### src/rtl/cic_conv_if.sv
`timescale 1ns/1ps
`default_nettype none
// ============================================================================
// Module      : cic_conv_if
// Description : Bundle of the signals between the CIC conversion controller,
//               the CIC wrapper and the register/readout logic.
//               master : request/config inputs, CIC sample stream and the
//                        result_ready side of the result handshake
//                        (drives start, abort, continuous, avg_log2,
//                        cic_valid, cic_data, result_ready).
//               slave  : the controller itself (drives cic_reset_n, result,
//                        result_valid, busy, overrun).
// Revision    : 1.0 - initial release
// ============================================================================
interface cic_conv_if #(
    parameter int NUMBITS = 25
);
    logic               start;
    logic               abort;
    logic               continuous;
    logic [2:0]         avg_log2;
    logic               cic_valid;
    logic [NUMBITS-1:0] cic_data;
    logic               cic_reset_n;
    logic [NUMBITS-1:0] result;
    logic               result_valid;
    logic               result_ready;
    logic               busy;
    logic               overrun;

    modport master (
        output start, abort, continuous, avg_log2, cic_valid, cic_data,
               result_ready,
        input  cic_reset_n, result, result_valid, busy, overrun
    );

    modport slave (
        input  start, abort, continuous, avg_log2, cic_valid, cic_data,
               result_ready,
        output cic_reset_n, result, result_valid, busy, overrun
    );
endinterface
`default_nettype wire

### src/rtl/cic_conv_ctrl.sv
`timescale 1ns/1ps
`default_nettype none
// ============================================================================
// Module      : cic_conv_ctrl
// Description : Conversion controller for a third-order CIC decimator.
//               Holds the CIC in reset while idle, flushes it for
//               FLUSH_CYCLES after a start request, drops DISCARD settling
//               outputs, then averages 2^avg_log2 decimated samples and
//               presents each average on a valid/ready handshake.
//               Single-shot and continuous modes.
// Ports       : clk      - modulator-rate clock
//               reset_n  - synchronous active-low reset
//               bus      - cic_conv_if.slave: start/abort/continuous/avg_log2
//                          requests, cic_valid/cic_data sample stream,
//                          cic_reset_n, result/result_valid/result_ready
//                          handshake, busy and sticky overrun status
// Revision    : 1.0 - initial release
// ============================================================================
module cic_conv_ctrl #(
    parameter int NUMBITS      = 25,
    parameter int DISCARD      = 3,
    parameter int FLUSH_CYCLES = 2,
    parameter int MAX_AVG_LOG2 = 4
) (
    input  wire logic   clk,
    input  wire logic   reset_n,
    cic_conv_if.slave   bus
);

    // Accumulator holds up to 2^MAX_AVG_LOG2 full-scale samples without wrap.
    localparam int ACC_W = NUMBITS + MAX_AVG_LOG2;
    localparam int CNT_W = MAX_AVG_LOG2 + 1;
    localparam int FL_W  = (FLUSH_CYCLES > 1) ? $clog2(FLUSH_CYCLES) : 1;
    localparam int DS_W  = (DISCARD > 1) ? $clog2(DISCARD) : 1;

    localparam logic [2:0]      c_MAX_AVG   = 3'(MAX_AVG_LOG2);
    localparam logic [FL_W-1:0] c_FLUSH_END = FL_W'(FLUSH_CYCLES - 1);
    localparam logic [DS_W-1:0] c_DISC_END  = DS_W'(DISCARD - 1);

    localparam logic [1:0] c_ST_IDLE   = 2'd0;
    localparam logic [1:0] c_ST_FLUSH  = 2'd1;
    localparam logic [1:0] c_ST_SETTLE = 2'd2;
    localparam logic [1:0] c_ST_ACCUM  = 2'd3;

    logic [1:0]         r_state;
    logic               r_cont;
    logic [2:0]         r_avg_log2;
    logic [FL_W-1:0]    r_flush_cnt;
    logic [DS_W-1:0]    r_settle_cnt;
    logic [ACC_W-1:0]   r_acc;
    logic [CNT_W-1:0]   r_smp_cnt;
    logic [NUMBITS-1:0] r_result;
    logic               r_result_valid;
    logic               r_overrun;
    logic               r_busy;
    logic               r_cic_reset_n;

    logic [2:0]         w_avg_clamped;
    logic [CNT_W-1:0]   w_target_m1;
    logic               w_last;
    logic [ACC_W-1:0]   w_sum;
    logic [NUMBITS-1:0] w_avg;
    logic               w_done;
    logic               w_accept;

    assign w_avg_clamped = (bus.avg_log2 > c_MAX_AVG) ? c_MAX_AVG : bus.avg_log2;

    // Sample index of the last sample in an averaging block.
    assign w_target_m1 = (CNT_W'(1) << r_avg_log2) - CNT_W'(1);
    assign w_last      = (r_smp_cnt == w_target_m1);

    // Final sum includes the sample arriving this cycle; shift truncates.
    assign w_sum = r_acc + ACC_W'(bus.cic_data);
    assign w_avg = NUMBITS'(w_sum >> r_avg_log2);

    // abort outranks a coinciding final sample, so no result is formed then.
    assign w_done   = (r_state == c_ST_ACCUM) && bus.cic_valid && !bus.abort && w_last;
    assign w_accept = r_result_valid && bus.result_ready;

    always_ff @(posedge clk) begin
        if (!reset_n) begin
            r_state        <= c_ST_IDLE;
            r_cont         <= 1'b0;
            r_avg_log2     <= 3'd0;
            r_flush_cnt    <= '0;
            r_settle_cnt   <= '0;
            r_acc          <= '0;
            r_smp_cnt      <= '0;
            r_result       <= '0;
            r_result_valid <= 1'b0;
            r_overrun      <= 1'b0;
            r_busy         <= 1'b0;
            r_cic_reset_n  <= 1'b0;
        end else begin
            // Result register: the consumer handshake runs in every state,
            // so a result pending across abort or single-shot end survives.
            if (w_done) begin
                if (!r_result_valid || w_accept) begin
                    r_result       <= w_avg;
                    r_result_valid <= 1'b1;
                end else begin
                    r_overrun <= 1'b1;
                end
            end else if (w_accept) begin
                r_result_valid <= 1'b0;
            end

            if (r_state == c_ST_IDLE) begin
                if (bus.start && !bus.abort) begin
                    r_cont        <= bus.continuous;
                    r_avg_log2    <= w_avg_clamped;
                    r_overrun     <= 1'b0;
                    r_flush_cnt   <= '0;
                    r_busy        <= 1'b1;
                    r_cic_reset_n <= 1'b0;
                    r_state       <= c_ST_FLUSH;
                end
            end else if (bus.abort) begin
                r_state       <= c_ST_IDLE;
                r_busy        <= 1'b0;
                r_cic_reset_n <= 1'b0;
                r_flush_cnt   <= '0;
                r_settle_cnt  <= '0;
                r_acc         <= '0;
                r_smp_cnt     <= '0;
            end else begin
                case (r_state)
                    c_ST_FLUSH: begin
                        if (r_flush_cnt == c_FLUSH_END) begin
                            r_flush_cnt   <= '0;
                            r_settle_cnt  <= '0;
                            r_cic_reset_n <= 1'b1;
                            r_state       <= c_ST_SETTLE;
                        end else begin
                            r_flush_cnt <= r_flush_cnt + FL_W'(1);
                        end
                    end
                    c_ST_SETTLE: begin
                        if (bus.cic_valid) begin
                            if (r_settle_cnt == c_DISC_END) begin
                                r_settle_cnt <= '0;
                                r_acc        <= '0;
                                r_smp_cnt    <= '0;
                                r_state      <= c_ST_ACCUM;
                            end else begin
                                r_settle_cnt <= r_settle_cnt + DS_W'(1);
                            end
                        end
                    end
                    c_ST_ACCUM: begin
                        if (bus.cic_valid) begin
                            if (w_last) begin
                                r_acc     <= '0;
                                r_smp_cnt <= '0;
                                if (!r_cont) begin
                                    r_state       <= c_ST_IDLE;
                                    r_busy        <= 1'b0;
                                    r_cic_reset_n <= 1'b0;
                                end
                            end else begin
                                r_acc     <= w_sum;
                                r_smp_cnt <= r_smp_cnt + CNT_W'(1);
                            end
                        end
                    end
                    default: begin
                        r_state <= c_ST_IDLE;
                    end
                endcase
            end
        end
    end

    assign bus.cic_reset_n  = r_cic_reset_n;
    assign bus.result       = r_result;
    assign bus.result_valid = r_result_valid;
    assign bus.busy         = r_busy;
    assign bus.overrun      = r_overrun;

endmodule
`default_nettype wire

### src/flat_wrapper.sv
// flat-port wrapper written by rule: the top's interface ports become plain ports
module cic_conv_ctrl_flat 
#(
    parameter int NUMBITS      = 25,
    parameter int DISCARD      = 3,
    parameter int FLUSH_CYCLES = 2,
    parameter int MAX_AVG_LOG2 = 4
)
  (clk, reset_n, bus_start, bus_abort, bus_continuous, bus_avg_log2, bus_cic_valid, bus_cic_data, bus_result_ready, bus_cic_reset_n, bus_result, bus_result_valid, bus_busy, bus_overrun);
  cic_conv_if #(.NUMBITS(NUMBITS)) bus_i ();
  input  wire logic clk;
  input  wire logic reset_n;
  input wire logic [$bits(bus_i.start)-1:0] bus_start;
  input wire logic [$bits(bus_i.abort)-1:0] bus_abort;
  input wire logic [$bits(bus_i.continuous)-1:0] bus_continuous;
  input wire logic [$bits(bus_i.avg_log2)-1:0] bus_avg_log2;
  input wire logic [$bits(bus_i.cic_valid)-1:0] bus_cic_valid;
  input wire logic [$bits(bus_i.cic_data)-1:0] bus_cic_data;
  input wire logic [$bits(bus_i.result_ready)-1:0] bus_result_ready;
  output wire logic [$bits(bus_i.cic_reset_n)-1:0] bus_cic_reset_n;
  output wire logic [$bits(bus_i.result)-1:0] bus_result;
  output wire logic [$bits(bus_i.result_valid)-1:0] bus_result_valid;
  output wire logic [$bits(bus_i.busy)-1:0] bus_busy;
  output wire logic [$bits(bus_i.overrun)-1:0] bus_overrun;
  assign bus_i.start = bus_start;
  assign bus_i.abort = bus_abort;
  assign bus_i.continuous = bus_continuous;
  assign bus_i.avg_log2 = bus_avg_log2;
  assign bus_i.cic_valid = bus_cic_valid;
  assign bus_i.cic_data = bus_cic_data;
  assign bus_i.result_ready = bus_result_ready;
  assign bus_cic_reset_n = bus_i.cic_reset_n;
  assign bus_result = bus_i.result;
  assign bus_result_valid = bus_i.result_valid;
  assign bus_busy = bus_i.busy;
  assign bus_overrun = bus_i.overrun;
  cic_conv_ctrl #(.NUMBITS(NUMBITS), .DISCARD(DISCARD), .FLUSH_CYCLES(FLUSH_CYCLES), .MAX_AVG_LOG2(MAX_AVG_LOG2)) u_core (.clk(clk), .reset_n(reset_n), .bus(bus_i));
endmodule
### config.mk
export PLATFORM = sky130hd
export DESIGN_NAME = cic_conv_ctrl_flat
export DESIGN_NICKNAME = d
export VERILOG_FILES = /design/src/rtl/cic_conv_if.sv /design/src/rtl/cic_conv_ctrl.sv /design/src/flat_wrapper.sv
export SDC_FILE = /design/constraint.sdc
export NUM_CORES = 1
export LEC_CHECK = 0
export CAP_MARGIN = 20
export CORE_ASPECT_RATIO = 0.6
export CORE_UTILIZATION = 23
export DETAILED_ROUTE_END_ITERATION = 10
export GPL_ROUTABILITY_DRIVEN = 0
export PLACE_DENSITY = 0.5
export SLEW_MARGIN = 5
export SYNTH_ARGS = -nofsm -noshare
export SYNTH_HDL_FRONTEND = slang
export SYNTH_SLANG_ARGS = --single-unit
### constraint.sdc
create_clock -name clk -period 4.6 [get_ports clk]
set_input_delay 0.69 -clock clk [delete_from_list [all_inputs] [get_ports clk]]
set_output_delay 0.69 -clock clk [all_outputs]
set_load 0.005 [all_outputs]
Yosys cells after proc, flatten, opt, wreduce, memory -nomap -nowiden
Cells that the tools add are included.

Register bits: 72. Input bits: 35. Output and inout port bits: 29. Word-level logic and storage cells: 116.

$add $sub $neg: 5. Order comparisons: 1. Eq/ne operators: 18. Shift-type cells: 2. Muxes and demuxes: 51. Bitwise logic cells: 1. Reduce and logical (&&, ||, !) cells: 26.

Operator list (count): 2-to-1 mux 29 bit (5); one-hot mux 29 bit (2 select lines) (1); adder 29 x 25 -> 29 bit (1); right shift 29 x 3 -> 25 bit (1); 2-to-1 mux 2 bit (13); 2-to-1 mux 5 bit (5); 2-to-1 mux 1 bit (22); nonzero test 3 bit (6); one-hot mux 5 bit (2 select lines) (1); AND reduction 5 bit (2); inequality test 3 bit, second input constant (3); inequality test 4 x 2 -> 1 bit, second input constant (2); inequality test 4 x 3 -> 1 bit, second input constant (2); inequality test 4 bit, second input constant (2); AND reduction 2 bit (4); AND reduction 7 bit (1); == test 2 bit, second input constant (3); inequality test 3 x 2 -> 1 bit, second input constant (2); one-hot mux 2 bit (3 select lines) (1); AND reduction 6 bit (1); adder 5 x 1 -> 5 bit, second input constant (1); == test 5 bit (1); logical AND 1 bit (5); left shift 1 x 3 -> 5 bit, first input constant (1); other kinds (16) (18).

Depth between registers and ports, before layout
Depth after elaboration: 8. Depth in mapped cells: 16. Depth with buffers taken out: 13.

Worst setup path after synthesis
No wires, ideal clock.

Kind: in2reg. From: input bus_cic_data[0]. To: register u_core.r_result[17], in the netlist u_core.bus.result[17]. Setup time: 120 ps. Data arrival time: 3336 ps. Data required time: 4480 ps. Slack: 1144 ps. Stages: 12. Path buffers: 1. Cell sequence: ha_1 fa_1 a21o_1 and4_1 or2_2 clkbuf_1 a31oi_1 nand2_1 mux2i_1 or2_2 a41o_1 o31a_1.

Cells in the longest elaborated chain, start to end: 2.

Ends and longest elaborated chain: start: declaration (RTL line flat_wrapper.sv:18) `input wire logic [$bits(bus_i.cic_data)-1:0] bus_cic_data;`; adder 29 x 25 -> 29 bit (RTL line cic_conv_ctrl.sv:73) `assign w_sum = r_acc + ACC_W'(bus.cic_data);`; right shift 29 x 3 -> 25 bit (RTL line cic_conv_ctrl.sv:74) `assign w_avg = NUMBITS'(w_sum >> r_avg_log2);`; end signal: assignment (RTL line cic_conv_ctrl.sv:99) `r_result <= w_avg;`; end: declaration (RTL line cic_conv_ctrl.sv:52) `logic [NUMBITS-1:0] r_result;`.

No other way between the ends. A chain may end at the register's enable or synchronous reset.

Worst setup path in the final report
From: input bus_cic_data[0]. To: register u_core.r_result[20], in the netlist u_core.bus.result[20].

The elaborated chain is that of the path after synthesis.

==> impl_metrics.toml <==
[worst_setup_path]
worst_setup_path_end_kind = "register"
startpoint_type = "input port"
cp_max_fo = 5
required_time_reported_for_the_critical_path_endpoint_ps = 4870
crit_arrival_ps = 4190
startpoint = "bus_cic_data[0]"
timing_worst_setup_path_type = "in2reg"
reg2reg_from = "u_core.r_avg_log2[0]"

[synth]
synthesis.instances = 683
synth.most_common_cell = "nor2_1"
yosys.area_share.xor_xnor_pct = 4.91
proportion_of_synthesized_area_in_mux_cells_pct = 9.18
synth.cell_area_mm2 = 0.00554
synthDistinctLibCells = 73
synth_adder_area_share_pct = 7.82
ys_seq_area_share_pct = 26.0
simple_gate_area_share_of_the_yosys_netlist_pct = 19.7
ys_warn_count = 0
yosys-top-cells-count = "nor2_1 (73), dfxtp_1 (72), nand2_1 (52)"
synth_seq_cells = 72
postSynthNetCount = 752
synth.avg_cell_area_um2 = 8.10
ys_async_sr_fraction_pct = 0
synth_compound_gate_area_share_pct = 27.4
ys_dominant_reg_cell = "dfxtp_1"
synth_top_cell_by_area = "dfxtp_1"
largest_family_of_logic_cells_by_synthesized_area = "compound AO/OA/AOI/OAI gates"
synthDominantCellAreaShare_pct = 26.0
synth_enable_flop_cells = 0
netlist_top_cells_area = "dfxtp_1 (26%), ha_1 (7.5%), nor2_1 (5.0%), mux2i_1 (4.7%), o21ai_0 (3.9%)"

[detailed_routing]
wl_met3_um = 917
wl_met2_um = 6610
initialDrtViolationCount = 354
drcViolationCount = 0
avgViaCountPerCell = 5.02
wirelength_um = 17600
first_pass_iteration_count_of_the_detailed_router = 4
detail-route-antenna-nets = 0
top_layer_used = "met4"
met1Wirelength_um = 9990
wl_per_cell_um = 16.9
vias = 5243

[clocking]
cts-resized-gates = 0
cts.hold.buffers_added = 0
cts_root_buf = "clkbuf_16"
clk_pin_slew_worst_setup_hold_paths_ps = 60
cts.sink_count = 72
clk-insertion-delay-late_ps = 350
cts_htree_levels = 3
clock_tree_from_tritoncts = "done"
tritoncts.num_buffers = 9
postCtsSetupRepairBufs = 0
clock_tree.buffer_depth = 2

[hold_path]
hold_class = "reg2reg"
hold_path_origin = "u_core.bus.result[2]"

[placement]
dp_hpwl_um = 13400
setup_slack_at_placement_ps = 343
port-buffer-count = 63

[timing]
timing.final.crit_share_pct = 85.1
final.setup.worst_slack_ps = 683
post-route-min-period_ps = 3920
rsz0062_at_grt = "false"
tightestPinTransition_ps = 571
final_clock_skew_ps = 7.38
fmax_mhz = 255
fin_setup_tns_ps = 0
final-setup-viol-count = 0
hold_violations = 0
maxSlewViolCount = 0
max-slew-margin-rel_pct = 60.9

[run_status]
run_status = "completed"

[die]
area_of_the_placeable_core_mm2 = 0.0233
die-area_mm2 = 0.0247
die_height_um = 122
pin_count = 64
chipWidth_um = 202
number_of_cell_rows = 43
floorplan.initialDensity_pct = 23.7

[grt]
grt-ovfl-total = 0
largest_net_degree_at_the_start_of_global_routing = 49
grt_antenna_before_repair = 0
grt_pass1_vias = 4904
grt_pass1_wl_um = 28300
grt_use_total_pct = 14.7

[run]
drv.max_cap_violation_count = 0

[power]
powerDensity_mw_per_mm2 = 267
total_leakage_power_nw = 2.74
worst_ir_drop_vdd_v = 0.000164

[finish]
final_net_count = 793
area_delta_synth_final_pct = 23.6
antennaDiodeCount = 0
final_layout_size_suffix_gt1_share_pct = 9.19
fillers = 2562
area_taken_by_multi_input_logic_gates_mm2 = 0.00383
layout.area.seq_mm2 = 0.00144
-- cell usage in the layout, fill, tap and decap left out, types with 6 or more instances in the layout --
cell             netlist  layout
a21o_1                15      15
a21oi_1               40      40
a221oi_1               6       6
a22oi_1               28      28
a31oi_1               18      18
and2_1                15      15
and3_1                 7       7
buf_4                  0      14
clkbuf_16              0       9
clkdlybuf4s50_1        0      63
dfxtp_1               72      72
ha_1                  33      33
inv_1                 13      13
mux2_2                 8       8
mux2i_1               26      26
mux4_2                 7       7
nand2_1               52      52
nand2b_1               8       8
nand3_1               12      12
nor2_1                73      73
nor2b_1                7       7
nor3_1                13      13
o211ai_1               8       8
o21ai_0               43      43
o21bai_1               6       6
or2_2                  7       7
xnor2_1               18      18
xor2_1                13      13
-- area by class of cell --
| cell class | instances | share of cell area [%] |
|---|---|---|
| clock inverter | 5 | 1.88 |
| tap | 315 | 5.76 |
| inverter | 16 | 0.878 |
| timing repair buffer | 78 | 11.0 |
| sequential | 72 | 21.1 |
| multi-input combinational | 547 | 56.0 |
| clock buffer | 11 | 3.40 |
-- routing by layer --
layer  vias to the layer above  global-route usage (%)
met5                         -                       0
met4                         0                    2.44
met3                         7                    2.78
met2                       137                    19.6
met1                      2489                    23.6
li1                       2610                       -
-- where the power goes --
part / total [mW] / switching [mW] / internal (mW)
registers: 0.637 / 0.00717 / 0.630
clock network: 0.877 / 0.290 / 0.587
logic: 0.310 / 0.185 / 0.125
-- through the flow --
step                std cells  power, mW  hold WS [ps]  area, µm²  util, %
finish                   1044       1.82           458       6840     29.3
global route             1044       1.90           498       6840     29.3
CTS                      1044       1.85           465       6840     29.3
detailed placement       1028      0.958           457       6480     27.7
global placement         1028      0.960           453       6480     27.7
floorplan                 683      0.849           448       5540        -
-- critical path, cell delays in order --
cell,delay (ps)
clkdlybuf4s50_1,400
ha_1,230
fa_1,440
a21o_1,200
and4_1,250
or2_2,350
a31oi_1,390
a41o_1,290
xnor2_1,240
o221ai_1,210
a311o_1,360
a31oi_1,150
-- state kept, by name (all words and copies together) (netlist names) --
register,count
u_core.r_acc,29
u_core.bus.result,25
u_core.r_smp_cnt,5
u_core.r_avg_log2,3
u_core.r_settle_cnt,2
u_core.r_state,2
u_core.bus.busy,1
u_core.bus.cic_reset_n,1
u_core.bus.overrun,1
u_core.bus.result_valid,1
u_core.r_cont,1
u_core.r_flush_cnt,1
-- cells by family after synthesis --
family          count (synthesis)
simple gates                  221
compound gates                220
flops                          72
buf+inv                        64
mux                            41
fa+ha+maj                      34
xor+xnor                       31
-- final timing paths --
kind / end / slack (ps) / cells after the start
hold / removal: u_core.bus.result[2] / 460 / 2
setup / recovery: u_core.bus.result[20] / 680 / 12
setup reg to reg: u_core.bus.result[17] / 760 / 13
hold reg to reg: u_core.bus.result[2] / 460 / 2
Note: power is estimated with default switching activity, not from simulation.
